**config.mk**
```make
export PLATFORM = sky130hd
export DESIGN_NAME = ifetch_unit_flat
export DESIGN_NICKNAME = d
export VERILOG_FILES = /design/src/rtl/ifetch_unit_pkg.sv /design/src/rtl/ifetch_unit_if.sv /design/src/rtl/ifetch_unit_pc_next.sv /design/src/rtl/ifetch_unit.sv /design/src/flat_wrapper.sv
export SDC_FILE = /design/constraint.sdc
export NUM_CORES = 1
export LEC_CHECK = 0
export ABC_CLOCK_PERIOD_IN_PS = 5700
export BUFFER_PORTS_ARGS = -buffer_cell sky130_fd_sc_hd__buf_2
export CORE_ASPECT_RATIO = 0.9
export CORE_MARGIN = 2
export CORE_UTILIZATION = 55
export CTS_BUF_LIST = sky130_fd_sc_hd__clkbuf_2
export DETAILED_ROUTE_END_ITERATION = 8
export PLACE_DENSITY = 0.81
export SLEW_MARGIN = 20
export SYNTH_ARGS = -nofsm -noshare
export SYNTH_HDL_FRONTEND = slang
export SYNTH_SLANG_ARGS = --single-unit
export TNS_END_PERCENT = 50
```
**constraint.sdc**
```tcl
create_clock -name clk -period 5.7 [get_ports clk]
set_input_delay 0.855 -clock clk [delete_from_list [all_inputs] [get_ports clk]]
set_output_delay 0.855 -clock clk [all_outputs]
set_load 0.03 [all_outputs]
```
**src/rtl/ifetch_unit_pkg.sv**
```systemverilog
// Shared pipeline definitions for the instruction-fetch stage:
// NOP encoding, reset PC, fetch FSM state encoding and the 32-bit adder.
package ifetch_unit_pkg;

    // Bubble instruction handed to decode when no fetch is valid.
    localparam logic [31:0] NOP_INSN         = 32'h0000_0000;

    // PC loaded on reset.
    localparam logic [31:0] RESET_PC_DEFAULT = 32'h0000_0000;

    // Fetch FSM states.
    localparam logic [1:0]  ST_IDLE = 2'd0;
    localparam logic [1:0]  ST_REQ  = 2'd1;
    localparam logic [1:0]  ST_HOLD = 2'd2;

    // Word alignment mask applied to redirect targets.
    localparam logic [31:0] ALIGN_MASK = 32'hFFFF_FFFC;

    // Shared 32-bit adder; wraps modulo 2^32.
    function automatic logic [31:0] add32(input logic [31:0] a, input logic [31:0] b);
        return a + b;
    endfunction

endpackage

```
**src/rtl/ifetch_unit_if.sv**
```systemverilog
// Instruction-memory req/ack bus between the fetch stage and instruction memory.
interface ifetch_unit_if;

    logic        imem_req;
    logic [31:0] imem_addr;
    logic        imem_ack;
    logic [31:0] imem_rdata;

    // Fetch stage side: issues requests, receives data.
    modport master (
        output imem_req,
        output imem_addr,
        input  imem_ack,
        input  imem_rdata
    );

    // Memory side: receives requests, returns data.
    modport slave (
        input  imem_req,
        input  imem_addr,
        output imem_ack,
        output imem_rdata
    );

endinterface

```
**src/rtl/ifetch_unit_pc_next.sv**
```systemverilog
// Next-PC selection: accepted redirect, then pending redirect, then sequential +4.
module pc_next
    import ifetch_unit_pkg::*;
(
    input  logic [31:0] pc,
    input  logic        redir_acc,
    input  logic [31:0] target,
    input  logic        pend_v,
    input  logic [31:0] pend_t,
    output logic [31:0] target_aligned,
    output logic [31:0] next_pc
);

    // Redirect targets are forced to word alignment.
    assign target_aligned = target & ALIGN_MASK;

    // Priority select of the next fetch address.
    always_comb begin
        next_pc = add32(pc, 32'd4);
        if (redir_acc) begin
            next_pc = target_aligned;
        end else if (pend_v) begin
            next_pc = pend_t;
        end
    end

endmodule

```
**src/rtl/ifetch_unit.sv**
```systemverilog
// Instruction-fetch stage: owns the PC, fetches over a req/ack bus, passes the
// word to decode combinationally, buffers it across a decode stall and applies
// redirects after one delay slot.
module ifetch_unit
    import ifetch_unit_pkg::*;
#(
    parameter logic [31:0] RESET_PC = RESET_PC_DEFAULT,
    parameter logic [31:0] NOP      = NOP_INSN
) (
    input  logic          clk,
    input  logic          rstn,
    input  logic          stall,
    input  logic          redirect,
    input  logic [31:0]   target,
    ifetch_unit_if.master imem,
    output logic [31:0]   instruction,
    output logic [31:0]   delay,
    output logic [31:0]   delay2,
    output logic          valid
);

    logic [1:0]  state_reg, state_next;
    logic [31:0] pc_reg;
    logic [31:0] fpc_reg;
    logic [31:0] buf_reg;
    logic        pend_v_reg;
    logic [31:0] pend_t_reg;

    logic        in_req;
    logic        in_hold;
    logic        fetch_done;
    logic        redir_acc;
    logic        pc_load;
    logic [31:0] next_pc;
    logic [31:0] target_aligned;

    assign in_req     = rstn && (state_reg == ST_REQ);
    assign in_hold    = rstn && (state_reg == ST_HOLD);
    assign fetch_done = in_req && imem.imem_ack;
    // A redirect under stall is dropped; decode repeats it once the stall clears.
    assign redir_acc  = rstn && redirect && !stall;
    // The PC moves on every fetch completion. In HOLD the PC already points past
    // the buffered delay slot, so a redirect accepted on hold exit loads it directly.
    assign pc_load    = fetch_done || (in_hold && redir_acc);

    pc_next u_pc_next (
        .pc             (pc_reg),
        .redir_acc      (redir_acc),
        .target         (target),
        .pend_v         (pend_v_reg),
        .pend_t         (pend_t_reg),
        .target_aligned (target_aligned),
        .next_pc        (next_pc)
    );

    // Fetch FSM transitions.
    always_comb begin
        state_next = state_reg;
        case (state_reg)
            ST_IDLE: state_next = ST_REQ;
            ST_REQ:  if (imem.imem_ack && stall) state_next = ST_HOLD;
            ST_HOLD: if (!stall) state_next = ST_REQ;
            default: state_next = ST_IDLE;
        endcase
    end

    // Bus and decode-side outputs; reset and IDLE present a bubble at RESET_PC.
    always_comb begin
        imem.imem_req  = 1'b0;
        imem.imem_addr = pc_reg;
        instruction    = NOP;
        valid          = 1'b0;
        delay          = add32(pc_reg, 32'd4);
        delay2         = add32(pc_reg, 32'd8);
        if (!rstn) begin
            imem.imem_addr = RESET_PC;
            delay          = add32(RESET_PC, 32'd4);
            delay2         = add32(RESET_PC, 32'd8);
        end else begin
            case (state_reg)
                ST_REQ: begin
                    imem.imem_req = 1'b1;
                    if (imem.imem_ack && !stall) begin
                        instruction = imem.imem_rdata;
                        valid       = 1'b1;
                    end
                end
                ST_HOLD: begin
                    instruction = buf_reg;
                    valid       = !stall;
                    delay       = add32(fpc_reg, 32'd4);
                    delay2      = add32(fpc_reg, 32'd8);
                end
                default: ;
            endcase
        end
    end

    // PC, stall buffer and pending-redirect state.
    always_ff @(posedge clk) begin
        if (!rstn) begin
            state_reg  <= ST_IDLE;
            pc_reg     <= RESET_PC;
            fpc_reg    <= RESET_PC;
            buf_reg    <= NOP;
            pend_v_reg <= 1'b0;
            pend_t_reg <= RESET_PC;
        end else begin
            state_reg <= state_next;
            if (pc_load) begin
                pc_reg <= next_pc;
            end
            if (fetch_done && stall) begin
                buf_reg <= imem.imem_rdata;
                fpc_reg <= pc_reg;
            end
            // Any PC load consumes the pending redirect; otherwise remember the newest one.
            if (pc_load) begin
                pend_v_reg <= 1'b0;
            end else if (redir_acc) begin
                pend_v_reg <= 1'b1;
                pend_t_reg <= target_aligned;
            end
        end
    end

endmodule

```
**src/flat_wrapper.sv**
```systemverilog
// flat-port wrapper written by rule: the top's interface ports become plain ports
module ifetch_unit_flat import ifetch_unit_pkg::*;
#(
    parameter logic [31:0] RESET_PC = RESET_PC_DEFAULT,
    parameter logic [31:0] NOP      = NOP_INSN
)
  (clk, rstn, stall, redirect, target, instruction, delay, delay2, valid, imem_imem_req, imem_imem_addr, imem_imem_ack, imem_imem_rdata);
  ifetch_unit_if imem_i ();
  input  logic clk;
  input  logic rstn;
  input  logic stall;
  input  logic redirect;
  input  logic [31:0] target;
  output logic [31:0] instruction;
  output logic [31:0] delay;
  output logic [31:0] delay2;
  output logic valid;
  output wire logic [$bits(imem_i.imem_req)-1:0] imem_imem_req;
  output wire logic [$bits(imem_i.imem_addr)-1:0] imem_imem_addr;
  input wire logic [$bits(imem_i.imem_ack)-1:0] imem_imem_ack;
  input wire logic [$bits(imem_i.imem_rdata)-1:0] imem_imem_rdata;
  assign imem_imem_req = imem_i.imem_req;
  assign imem_imem_addr = imem_i.imem_addr;
  assign imem_i.imem_ack = imem_imem_ack;
  assign imem_i.imem_rdata = imem_imem_rdata;
  ifetch_unit #(.RESET_PC(RESET_PC), .NOP(NOP)) u_core (.clk(clk), .rstn(rstn), .stall(stall), .redirect(redirect), .target(target), .imem(imem_i), .instruction(instruction), .delay(delay), .delay2(delay2), .valid(valid));
endmodule
```
Word-level counts from Yosys, hierarchy flattened

Cells that the tools add are included.

Add/subtract/negate cells: 4
Equal/unequal tests: 4
Mux-type cells: 18
Bitwise logic cells: 2
Reduce and logical (&&, ||, !) cells: 15

Operators with widths:

| cell                                          | count |
|---|---|
| 2-to-1 mux 32 bit                             | 9 |
| adder 32 x 3 -> 32 bit, second input constant | 2 |
| adder 32 x 4 -> 32 bit, second input constant | 2 |
| one-hot mux 32 bit (2 select lines)           | 1 |
| logical AND 1 bit                             | 9 |
| one-hot mux 2 bit (3 select lines)            | 1 |
| 2-to-1 mux 1 bit                              | 4 |
| 2-to-1 mux 2 bit                              | 2 |
| inequality test 2 bit, second input constant  | 2 |
| AND reduction 2 bit                           | 2 |
| == test 2 x 1 -> 1 bit, second input constant | 1 |
| == test 2 bit, second input constant          | 1 |
| logical NOT 2 bit                             | 1 |
| inverter 1 bit                                | 2 |
| one-hot mux 1 bit (2 select lines)            | 1 |
| OR reduction 2 bit                            | 1 |
| logical NOT 1 bit                             | 1 |
| logical OR 1 bit                              | 1 |

Bits in registers: 129
Input bits: 69

Longest topological paths before layout

Gate-level depths: netlist of run 1.

Word-level depth: 6
Mapped depth: 14

Cells and area by module

Synthesis of run 1 repeated with hierarchy kept, for this count alone.

Cell total of the unflattened synthesis: 1223
Area, all modules: 8664.6 sq um

By module, submodules not included:

| module      | times used | cells each | area an instance (sq um) |
|---|---|---|---|
| ifetch_unit | 1          | 1015       | 7287.0 |
| pc_next     | 1          | 208        | 1377.6 |

Least setup slack after synthesis of run 1

OpenSTA, ideal clock, no wires.

Path kind: flip-flop to output port
From: register u_core.state_reg[0]
To: output delay2[27]
Arrival: 3.285 ns
Slack: 1.560 ns
Stages on the path, launching flop included: 15
Cells stage by stage: dfxtp_1 -> inv_1 -> ha_1 -> buf_6 -> buf_12 -> buf_2 -> buf_1 -> mux2_2 -> ha_1 -> and2_1 -> clkbuf_1 -> nand4_1 -> buf_2 -> nor4_1 -> nor3_1

Word-level cells in the longest chain between the ends: 3

Ends and longest elaborated chain:

| element                | RTL line           | text |
|---|---|---|
| from (decl)            | ifetch_unit.sv:22  | `logic [1:0] state_reg, state_next;` |
| from (signal assigned) | ifetch_unit.sv:109 | `state_reg <= state_next;` |
| == test 2 bit          | ifetch_unit.sv:80  | `case (state_reg)` |
| 2-to-1 mux 32 bit      | ifetch_unit.sv:80  |  |
| 2-to-1 mux 32 bit      | ifetch_unit.sv:75  | `if (!rstn) begin` |
| to (decl)              | flat_wrapper.sv:16 | `output logic [31:0] delay2;` |

Every way passes these cells.

Worst setup path in the final report of run 1

From: register u_core.state_reg[0]
To: output delay2[31]

The elaborated chain is that of the path after synthesis.

==> run metrics, run 1 <==
DR vias 9133; I/O Buffers 190; clk slew on worst S/H paths 210 ps; largest net degree at the start of global routing 63; crit path buf inv count 4; grt ovf 0; drt first pass iters 6; Critical Path Sink Type output port; post-synth top area share 29.7%; count of different cell masters after synthesis 67; hold crit path type input port to flop; CTS Hold Buffers Added 0; Initial Util 56.7%; Inst Count DP 1479; Worst path slowest cell or4_1; core area 14900 sq um; fmax 200 MHz; Post-DP HPWL 18200 um; Slew @ Worst Pin 778 ps; syn_area_per_cell 7.16 sq um; cells taking the most area after synthesis dfxtp_1 30%, nand2_1 11%, a21oi_1 7.8%, mux2i_1 3.8%, nor2_1 3.8%; chip height 121 um; crit start category flop; final wirelength 25700 um; Total Nets Final 1376; mapped cell area 8430 sq um; Data arrival, critical path 4130 ps; Slew HR 48.1%; residual DRC count 0; antenna-violating nets left 0; worst stage delay on the critical path 610 ps; PwrDens 209 nW/um^2; gr usage total 30.7%; setup TNS 0 ps; CTS resizes 0; Die ar. 16300 sq um; CP Cell Sequence inv_1 > ha_2 > buf_4 > inv_1 > mux2i_1 > nand4_1 > or4_1 > a21oi_1 > buf_2; Synth Flop Type dfxtp_1; sequential-to-total area share from yosys stat 29.7%; clock buffer depth 2; Cells after Synth 1177; power share of the sequential group 46.9%; most frequent cells in the layout 248 x nand2_1, 190 x buf_2, 131 x a21oi_1; wire length on met3 2220 um; sw frac 32.6%; Synth warnings 0; final hold vios 0; Clk Latency, worst-skew pair 740 ps; Max-Cap Viols 0; synthesized flop and latch total 125; row cnt 42; # IOs 199; switching power 656 uW; Placer Congestion 0.953; Clock power frac 34.4%; count of final setup violators 0; final cell count without fillers 1512; global-route wire length before repair 40100 um; Max rail drop VDD 0.150 mV; cell mode on critical path inv_1; Via density 6.04; root buffer cell clkbuf_2; crit path max fanout 41; number of H-tree levels 4; Slew Limit Fails 0; initial antenna violation count 1; EDFF count, synth 0; CTS tree built; worst path required time 4850 ps; drt wl/cell 17.0 um; Num CTS Buffers 17; uppermost layer routed met4; M1 wire length 10600 um; Cell Int Power 1.36 mW; ys async rst share 0%; RSZ-0062 raised after global routing false; Initial DRC Count 906; post-layout min period 4990 ps; commonest non-fill, non-tap cell in the layout nand2_1; delay-heaviest family, CP buffers and inverters; largest area contributor in the netlist dfxtp_1; outcome complete, no violations; Final Skew 27.8 ps; Die W 135 um; leakage 3.67 nW; vias in the first global route 7911; final critical-path share of the clock period 87.5%; max FFs per register 32; Area Growth Syn to Fin 14.2%; Post-CTS Setup Repair Bufs 0; WL met2 12100 um; combinational fraction of design power 18.7%; Sink Count 125; layout cells sized above 1 20.6%; crit path kind flop to output port
## worst min-delay path: stages
cell	delay (ps)
buf_2	110
nand2_1	50
a21oi_1	50
## routing by layer
layer  global-route usage, %  vias up
li1                        -     4370
met1                    41.4     4246
met2                    50.2      458
met3                    5.35       59
met4                    9.61        0
met5                       0        -
## synthesized netlist by cell type, types with 4 or more instances
library cell / count
nand2_1: 248
a21oi_1: 131
dfxtp_1: 125
nor2_1: 85
clkbuf_1: 71
nand3_1: 36
and2_1: 34
a22oi_1: 33
nor3_1: 33
mux2i_1: 32
xnor2_1: 30
o21ai_0: 27
xor2_1: 26
nand4_1: 23
buf_2: 19
and3_1: 18
a211oi_1: 16
nor4_1: 14
inv_1: 13
o22ai_1: 12
o211ai_1: 11
o21a_1: 10
buf_4: 9
and4_1: 8
buf_1: 7
ha_1: 7
mux2_2: 7
nand3b_1: 7
a31oi_1: 6
nand2b_1: 6
o31a_1: 6
o31ai_1: 6
o211a_1: 5
o2bb2ai_1: 5
o221ai_1: 4
or3_1: 4
## layout make-up
type                       count  area [sq um]
sequential                   125          2500
tap                          198           248
multi-input combinational    934          5430
clock inverter                15           221
fill                        1374          5240
inverter                      13          51.3
antenna                        1          2.50
timing repair buffer         209          1090
clock buffer                  17          85.1
## worst paths after layout
path	from	end	slack (ps)	cells after the start
worst max register to register	u_core.state_reg[0]$_SDFFE_PN0P_	u_core.pend_t_reg[27]$_SDFFE_PN0P_	2780	10
worst min register to register	u_core.pend_t_reg[6]$_SDFFE_PN0P_	u_core.pend_t_reg[6]$_SDFFE_PN0P_	460	2
worst min-delay path	target[8]	u_core.pend_t_reg[8]$_SDFFE_PN0P_	330	3
worst max-delay path	u_core.state_reg[0]$_SDFFE_PN0P_	delay2[31]	710	9
## power groups by stage
stage	combinational [mW]	clock, mW	sequential, mW
floorplan	0.274	0	0.939
global placement	0.366	0	0.959
detailed placement	0.369	0	0.960
CTS	0.372	0.703	0.942
global route	0.407	0.740	0.948
finish	0.376	0.692	0.943
## logic make-up after synthesis
family	Yosys count	synth area share (%)
buf+inv	123	6.54
compound gates	289	21.6
fa+ha+maj	7	1.04
xor+xnor	56	5.82
mux	39	4.73
simple gates	537	30.6
flops	125	29.7
other cells	1	0.0445
## stage by stage
stage	power (mW)	instance area [sq um]	hold WS [ps]	util (%)	setup WS, ps
2_1_floorplan	1.21	8450	431	-	1560
3_3_place_gp	1.33	9320	438	62.7	1660
3_5_place_dp	1.33	9320	442	62.7	1610
4_1_cts	2.02	9620	277	64.7	727
5_1_grt	2.09	9630	259	64.8	377
6_report	2.01	9630	330	64.8	712
(Power assumes the default switching activity.)
==> run 2, diff against run 1 <==
Settings changed: CELL_PAD_IN_SITES_DETAIL_PLACEMENT from default to 0, CELL_PAD_IN_SITES_GLOBAL_PLACEMENT from default to 1, CORE_UTILIZATION 55 to 43, PLACE_DENSITY 0.81 to default, PLACE_DENSITY_LB_ADDON from default to 0.1.
==> run metrics, run 2 (same netlist as run 1, synthesis figures left out) <==
Fillers 2043 (was 1374); wire length on met3 1500 um (was 2220 um); Max rail drop VDD 0.118 mV (was 0.150 mV); antenna-violating nets left 0 (unchanged); setup TNS 0 ps (unchanged); vias in the first global route 8152 (was 7911); # IOs 199 (unchanged); clock buffer depth 2 (unchanged); Post-CTS Setup Repair Bufs 0 (unchanged); Area Growth Syn to Fin 14.6% (was 14.2%); PwrDens 202 nW/um^2 (was 209 nW/um^2); WL met2 13400 um (was 12100 um); crit path max fanout 45 (was 41); layout cells sized above 1 20.8% (was 20.6%); drt wl/cell 18.2 um (was 17.0 um); root buffer cell clkbuf_2 (unchanged); Max-Cap Viols 0 (unchanged); hold crit path type input port to flop (unchanged); CTS tree built (unchanged); count of final setup violators 0 (unchanged); Final Skew 30.9 ps (was 27.8 ps); Total Nets Final 1379 (was 1376); most frequent cells in the layout 248 x nand2_1, 190 x buf_2, 131 x a21oi_1 (unchanged); final cell count without fillers 1567 (was 1512); max FFs per register 32 (unchanged); Initial DRC Count 661 (was 906); final hold vios 0 (unchanged); Num CTS Buffers 17 (unchanged); residual DRC count 0 (unchanged); Worst Hold Path Cells 3 (unchanged); initial antenna violation count 1 (unchanged); Slew Limit Fails 0 (unchanged); crit path kind flop to output port (unchanged); uppermost layer routed met4 (unchanged); Die ar. 20700 sq um (was 16300 sq um); Critical Path Sink Type output port (unchanged); grt ovf 0 (unchanged); CTS resizes 0 (unchanged); Slew HR 38.9% (was 48.1%); Initial Util 43.9% (was 56.7%); core area 19200 sq um (was 14900 sq um); post-layout min period 5090 ps (was 4990 ps); Die W 152 um (was 135 um); Area after DPL 9410 sq um (was 9320 sq um); Post-DP HPWL 20000 um (was 18200 um); Clk Latency, worst-skew pair 710 ps (was 740 ps); largest net degree at the start of global routing 47 (was 63); global-route wire length before repair 44000 um (was 40100 um); number of H-tree levels 4 (unchanged); chip height 137 um (was 121 um); crit start category flop (unchanged); Slew @ Worst Pin 915 ps (was 778 ps); drt first pass iters 5 (was 6); gr usage total 27.1% (was 30.7%); DR vias 8874 (was 9133); final wirelength 28500 um (was 25700 um); CTS Hold Buffers Added 0 (unchanged); I/O Buffers 190 (unchanged); Sink Count 125 (unchanged); reg-to-reg startpoint u_core.state_reg[0]$_SDFFE_PN0P_ (unchanged); M1 wire length 13100 um (was 10600 um); Data arrival, critical path 4230 ps (was 4130 ps); Place WS 1420 ps (was 1610 ps); worst path required time 4850 ps (about the same); commonest non-fill, non-tap cell in the layout nand2_1 (unchanged); R2R Setup Slk 2330 ps (was 2780 ps); R2R depth 7 (was 10); design area 9670 sq um (was 9630 sq um); fmax 197 MHz (was 200 MHz); Hold Crit Endpoint u_core.pend_t_reg[30]$_SDFFE_PN0P_ (was u_core.pend_t_reg[8]$_SDFFE_PN0P_); leakage 3.66 nW (was 3.67 nW); Inst Count DP 1534 (was 1479); Hold Worst Slack 353 ps (was 330 ps); Design Power 1.95 mW (was 2.01 mW); clk slew on worst S/H paths 220 ps (was 210 ps); final critical-path share of the clock period 89.2% (was 87.5%); row cnt 48 (was 42); FF-to-FF End u_core.pc_reg[9]$_SDFFE_PN0P_ (was u_core.pend_t_reg[27]$_SDFFE_PN0P_); Placer Congestion 0.843 (was 0.953); Worst Min Path Start target[30] (was target[8]); Final Core Density 50.3% (was 64.8%); worst setup margin 615 ps (was 712 ps); outcome complete, no violations (unchanged); Via density 5.66 (was 6.04); RSZ-0062 raised after global routing false (unchanged)
==> run 2: cell types whose count changed in the layout (fill, tap and decap cells not counted) <==
| cell | change |
|---|---|
| clkbuf_2 | +1 |
| clkinvlp_4 | +1 |
| bufinv_16 | -2 |
| inv_6 | +2 |
| and3_4 | -1 |
| and3_2 | +1 |
| clkinv_4 | -2 |
| buf_4 | +3 |
==> run 2: worst max path at each step <==
stage / from / endpoint / slack, ps / cells past startpoint
after detailed placement: u_core.state_reg[0]$_SDFFE_PN0P_ / delay2[31] / 1420 / 9
after CTS: u_core.state_reg[0]$_SDFFE_PN0P_ / delay2[30] / 590 / 9
after floorplan: u_core.state_reg[0]$_SDFFE_PN0P_ / delay2[27] / 1560 / 14
after global routing: u_core.state_reg[0]$_SDFFE_PN0P_ / delay2[30] / 290 / 9
after global placement: u_core.state_reg[0]$_SDFFE_PN0P_ / delay2[31] / 1450 / 9
final: u_core.state_reg[0]$_SDFFE_PN0P_ / delay2[31] / 610 / 9
==> run 2: area by class of cell <==
cell class / instances / area (sq um) / share of cell area, %
antenna: 1 / 2.50 / 0.0259
clock buffer: 18 / 90.1 / 0.932
clock inverter: 14 / 169 / 1.75
inverter: 13 / 51.3 / 0.531
multi-input combinational: 934 / 5420 / 56.1
sequential: 125 / 2500 / 25.9
tap: 250 / 313 / 3.24
timing repair buffer: 212 / 1120 / 11.5
==> run 2: routing by layer <==
metal	GRT usage, %	vias to the layer above
met5	0	-
met4	6.69	0
met3	4.43	26
met2	43.8	271
met1	37.7	4192
li1	-	4385
==> run 2: critical path: stages (launching register included) <==
cell      delay [ps]
dfxtp_1          370
inv_1            110
ha_2             620
buf_4            570
mux2i_1          290
a221oi_2         230
nand4_1          310
or4_1            610
a21oi_1          160
buf_2            230
==> run 2: power by group <==
group | internal, mW | switching (mW) | total (mW) | leakage (nW)
sequential | 0.903 | 0.0411 | 0.945 | 1.01
combinational | 0.121 | 0.260 | 0.382 | 2.50
clock | 0.246 | 0.375 | 0.622 | 0.144
total | 1.27 | 0.677 | 1.95 | 3.66
